[config.mk]
export PLATFORM = sky130hd
export DESIGN_NAME = apb_splitter
export DESIGN_NICKNAME = d
export VERILOG_FILES = /design/src/rtl/apb_splitter.sv
export SDC_FILE = /design/constraint.sdc
export NUM_CORES = 1
export LEC_CHECK = 0
export BUFFER_PORTS_ARGS = -buffer_cell sky130_fd_sc_hd__buf_2
export CAP_MARGIN = 20
export CORE_UTILIZATION = 30
export DETAILED_ROUTE_END_ITERATION = 12
export GPL_ROUTABILITY_DRIVEN = 1
export PLACE_DENSITY = 0.65
export SLEW_MARGIN = 20
export SYNTH_ARGS = -nofsm -noshare
export SYNTH_HDL_FRONTEND = slang
export SYNTH_SLANG_ARGS = --single-unit
export TNS_END_PERCENT = 5
[constraint.sdc]
create_clock -name PCLK -period 4.27 [get_ports PCLK]
set_input_delay 0.2135 -clock PCLK [delete_from_list [all_inputs] [get_ports PCLK]]
set_output_delay 0.2135 -clock PCLK [all_outputs]
set_load 0.005 [all_outputs]
[src/rtl/apb_splitter.sv]
// apb_splitter: APB4 1-to-N splitter with registered decode, local decode-error and timeout responses.
module apb_splitter #(
  parameter int ADDR_WIDTH = 32,
  parameter int DATA_WIDTH = 32,
  parameter int NUM_SLV = 4,
  parameter logic [NUM_SLV*ADDR_WIDTH-1:0] SLV_BASE = '0,
  parameter logic [NUM_SLV*ADDR_WIDTH-1:0] SLV_MASK = '0,
  parameter int TIMEOUT = 16
) (
  input  logic                          PCLK,
  input  logic                          PRESET,
  input  logic                          s_PSEL,
  input  logic                          s_PENABLE,
  input  logic                          s_PWRITE,
  input  logic [ADDR_WIDTH-1:0]         s_PADDR,
  input  logic [DATA_WIDTH-1:0]         s_PWDATA,
  input  logic [DATA_WIDTH/8-1:0]       s_PSTRB,
  output logic                          s_PREADY,
  output logic                          s_PSLVERR,
  output logic [DATA_WIDTH-1:0]         s_PRDATA,
  output logic [NUM_SLV-1:0]            m_PSEL,
  output logic                          m_PENABLE,
  output logic                          m_PWRITE,
  output logic [ADDR_WIDTH-1:0]         m_PADDR,
  output logic [DATA_WIDTH-1:0]         m_PWDATA,
  output logic [DATA_WIDTH/8-1:0]       m_PSTRB,
  input  logic [NUM_SLV-1:0]            m_PREADY,
  input  logic [NUM_SLV-1:0]            m_PSLVERR,
  input  logic [NUM_SLV*DATA_WIDTH-1:0] m_PRDATA
);
  typedef enum logic [2:0] {IDLE, SETUP, ACCESS, DECERR, RESP} state_t;
  state_t state_q, state_d;
  logic [ADDR_WIDTH-1:0] addr_q, addr_d;
  logic [DATA_WIDTH-1:0] wdata_q, wdata_d, rdata_q, rdata_d;
  logic [DATA_WIDTH/8-1:0] strb_q, strb_d;
  logic write_q, write_d, err_q, err_d;
  logic [3:0] idx_q, idx_d, hit_idx;
  logic [7:0] cnt_q, cnt_d;
  logic hit, sel_ready, sel_err;
  logic [DATA_WIDTH-1:0] sel_rdata;
  // Descending scan so the lowest matching port is the one left standing.
  always_comb begin
    hit = 1'b0;
    hit_idx = '0;
    sel_ready = 1'b0;
    sel_err = 1'b0;
    sel_rdata = '0;
    for (int k = NUM_SLV - 1; k >= 0; k--) begin
      if ((s_PADDR & SLV_MASK[k*ADDR_WIDTH +: ADDR_WIDTH]) == SLV_BASE[k*ADDR_WIDTH +: ADDR_WIDTH]) begin
        hit = 1'b1;
        hit_idx = 4'(k);
      end
      if (idx_q == 4'(k)) begin
        sel_ready = m_PREADY[k];
        sel_err = m_PSLVERR[k];
        sel_rdata = m_PRDATA[k*DATA_WIDTH +: DATA_WIDTH];
      end
    end
  end
  always_comb begin
    state_d = state_q;
    addr_d = addr_q;
    wdata_d = wdata_q;
    strb_d = strb_q;
    write_d = write_q;
    idx_d = idx_q;
    cnt_d = cnt_q;
    rdata_d = rdata_q;
    err_d = err_q;
    case (state_q)
      IDLE: if (s_PSEL && !s_PENABLE) begin
        addr_d = s_PADDR;
        wdata_d = s_PWDATA;
        strb_d = s_PSTRB;
        write_d = s_PWRITE;
        idx_d = hit_idx;
        state_d = hit ? SETUP : DECERR;
      end
      SETUP: begin
        cnt_d = '0;
        state_d = ACCESS;
      end
      ACCESS: if (sel_ready) begin
        rdata_d = write_q ? '0 : sel_rdata;
        err_d = sel_err;
        state_d = RESP;
      end else if (cnt_q == 8'(TIMEOUT - 1)) begin
        rdata_d = '0;
        err_d = 1'b1;
        state_d = RESP;
      end else begin
        cnt_d = cnt_q + 8'd1;
      end
      DECERR: begin
        rdata_d = '0;
        err_d = 1'b1;
        state_d = RESP;
      end
      default: state_d = IDLE;
    endcase
  end
  always_ff @(posedge PCLK or posedge PRESET) begin
    if (PRESET) begin
      state_q <= IDLE;
      addr_q <= '0;
      wdata_q <= '0;
      strb_q <= '0;
      write_q <= 1'b0;
      idx_q <= '0;
      cnt_q <= '0;
      rdata_q <= '0;
      err_q <= 1'b0;
    end else begin
      state_q <= state_d;
      addr_q <= addr_d;
      wdata_q <= wdata_d;
      strb_q <= strb_d;
      write_q <= write_d;
      idx_q <= idx_d;
      cnt_q <= cnt_d;
      rdata_q <= rdata_d;
      err_q <= err_d;
    end
  end
  // Outputs decode straight from registers so an async reset clears them immediately.
  always_comb begin
    for (int k = 0; k < NUM_SLV; k++)
      m_PSEL[k] = (state_q == SETUP || state_q == ACCESS) && idx_q == 4'(k);
    m_PENABLE = state_q == ACCESS;
    s_PREADY = state_q == RESP && s_PSEL;
    s_PSLVERR = s_PREADY && err_q;
    s_PRDATA = s_PREADY ? rdata_q : '0;
  end
  assign m_PADDR = addr_q;
  assign m_PWRITE = write_q;
  assign m_PWDATA = wdata_q;
  assign m_PSTRB = strb_q;
endmodule

==> results.md <==
- Switch share: 28.8%
- Clock power frac: 32.8%
- Status: finished, final reports clean
- Clock Tree Root: clkbuf_16
- Gp weighted congestion: 0.798
- GRT Util Overall: 14.4%
- Fin crit period: 2630 ps
- Clk_skew: 6.79 ps
- Via count: 3537
- Routed wire length: 11000 um
- Cell variety after synth: 44
- Syn Inst Count: 337
- Final Hold Viols: 0
- Largest net degree at the start of global routing: 78
- PnR Total Power: 4.14 mW
- Place WS: 1740 ps
- Die X: 127 um
- F_max: 381 MHz
- Die area: 0.0162 mm2
- Final Max Tran Viols: 0
- Int Power: 2.95 mW
- Pleak: 3.21 nW
- Worst Setup Slack, final: 1640 ps
- Cts hold-fix bufs: 0
- Buffer levels on the longest clock path: 2
- Worst skew pair latency: 410 ps
- Diodes inserted: 0
- Post-CTS sizing: 0
- DR iter-0 viols: 113
- Async S/R FF share, synth: 100%
- Port bufs: 211
- Gr ovfl total: 0
- Setup Viol. Count Final: 0
- Max-Slew Margin vs Limit: 37.3%
- Post-CTS Setup Inserts: 0
- Wire per inst: 14.2 um
- Die height: 127 um
- # clock sinks: 113
- Critical path required time: 4060 ps
- Htree depth: 4
- Critical Path AT: 2410 ps
- Initial antenna violation count: 0
- CP startpoint kind: flip-flop
- Nets: 759
- Number of global-route vias before repair: 3611
- Fin crit share: 61.5%
- Core area: 0.0153 mm2
- Combinational group share of total power: 25.0%
- Sequential element share of the synthesized area: 60.2%
- Drt pass-1 iters: 4
- PwrDens: 635 mW/mm2
- Max-Cap Viols: 0
- TritonCTS Buffers: 17
- Critical Path End Type: output port
- Number of core rows: 45
- Slew of the pin with the lowest slew margin: 940 ps
- Area Growth Syn to Fin: 39.0%
- Seq cells post-synth: 113
- Global-route wire length before repair: 17900 um
- Fillers: 1465
- Switching power: 1.19 mW
- Mean Syn Cell Area: 13.9 um2
- Flop pwr share: 42.1%
- Initial cell density of the core: 30.8%
- CTS tree: done
- Top FF cell, synth: dfrtp_1
- DP HPWL: 7900 um
- RSZ-0062 raised after global routing: false
- I/O pins: 317
- Hold Path Class: input pin to asynchronous set/reset pin
- Worst Path Class, Setup: flip-flop to output port
- Post-synthesis cell area: 0.00470 mm2
- Peak supply drop: 0.328 mV
- Post-synth EDFFs: 0
- Fin util: 42.8%
- Layout cells sized above 1: 57.5%
- Setup TNS: 0 ps
- DRC Markers: 0
- Clock-pin slew on the worst setup and hold paths: 60 ps
- Via/cell ratio: 4.58
- Synth Warn #: 0
- CP Max Fanout: 34
- Routed Antenna Nets: 0
[power groups by stage]
stage | clock (mW) | sequential [mW] | combinational, mW
after floorplan | 0 | 1.74 | 0.566
after global placement | 0 | 1.74 | 1.03
after detailed placement | 0 | 1.76 | 1.06
after CTS | 1.40 | 1.75 | 1.06
after global routing | 1.45 | 1.81 | 1.15
final | 1.36 | 1.75 | 1.04
[logic make-up (layout without fill, tap and decap cells)]
group | Yosys count | count (layout) | share of synthesized area, %
buffers and inverters | 29 | 252 | 3.46
multiplexers | 69 | 69 | 16.5
AO/OA/AOI/OAI | 55 | 55 | 10.0
XOR/XNOR | 1 | 1 | 0.187
other | 1 | 3 | 0.0799
AND/OR/NAND/NOR | 68 | 68 | 9.22
adder cells (fa/ha/maj) | 1 | 1 | 0.266
flip-flops | 113 | 113 | 60.2
[cell type report]
class | instances | area (um2) | share of cell area, %
inverters | 6 | 25.0 | 0.384
clock buffers | 19 | 453 | 6.94
flip-flops and latches | 113 | 2830 | 43.3
clock inverters | 13 | 130 | 1.99
multi-input cells | 197 | 1730 | 26.5
well taps | 211 | 264 | 4.05
repair buffers | 214 | 1090 | 16.8
[registers in the layout (all words and copies together) (netlist names)]
name / flops
m_PWDATA: 32
m_PSTRB: 4
err_q: 1
m_PWRITE: 1
m_PADDR: 32
state_q: 3
cnt_q: 8
rdata_q: 32
[Yosys cell counts (3+ instances only)]
| cell | n | area, um2 |
|---|---|---|
| nor2_1 | 5 | 18.8 |
| mux2_1 | 5 | 56.3 |
| nor3_1 | 3 | 15.0 |
| nand3_1 | 6 | 30.0 |
| clkbuf_1 | 6 | 22.5 |
| and2_1 | 33 | 206 |
| mux2_2 | 64 | 721 |
| inv_1 | 5 | 18.8 |
| o21ai_0 | 8 | 40.0 |
| buf_2 | 10 | 50.1 |
| a22o_1 | 32 | 280 |
| nand2_1 | 6 | 22.5 |
| dfrtp_1 | 113 | 2830 |
| buf_4 | 3 | 22.5 |
| buf_6 | 4 | 45.0 |
[cell usage in the layout (no fill, tap or decap), types with 4 or more instances in the layout]
master / instances
o21ai_0: 8
mux2_2: 64
buf_2: 211
clkinv_4: 5
a22o_1: 32
clkbuf_16: 17
dfrtp_1: 113
mux2_1: 5
nor2_1: 4
inv_1: 4
nand2_1: 6
and2_1: 33
nand3_1: 6
[worst max-delay path: stages (launching register included)]
cell and delay, ps:
dfrtp_1 610, inv_1 230, and4_1 790, and2_1 230, buf_2 120
[per-layer routing]
metal  vias up  GRT usage [%]  share of wire [%]
met5         -              0                  0
met1      1722           17.3                 43
met2       155           22.7                 47
met4         0           6.93                2.1
met3        17           5.40                7.7
li1       1643              -                  -
[per-stage QoR]
stage	area, um2	hold WS [ps]	std cells
floorplan	4700	348	339
global placement	5930	434	740
detailed placement	5940	440	741
CTS	6530	1.90	773
global route	6530	11.3	773
finish	6530	21.3	773
[path summary, 6_finish.rpt]
check | start | end | slack, ps | depth (start not counted)
worst max-delay path | state_q[0] | s_PRDATA[23] | 1640 | 4
min in group PCLK | m_PRDATA[17] | rdata_q[17] | 30 | 2
worst min-delay path | PRESET | m_PADDR[10] | 20 | 2
worst max register to register | state_q[1] | m_PWDATA[18] | 1800 | 4
max in group asynchronous | PRESET | m_PWDATA[5] | 3210 | 3
worst min register to register | err_q | err_q | 480 | 1
No activity file was read; power rests on OpenSTA's default activity.
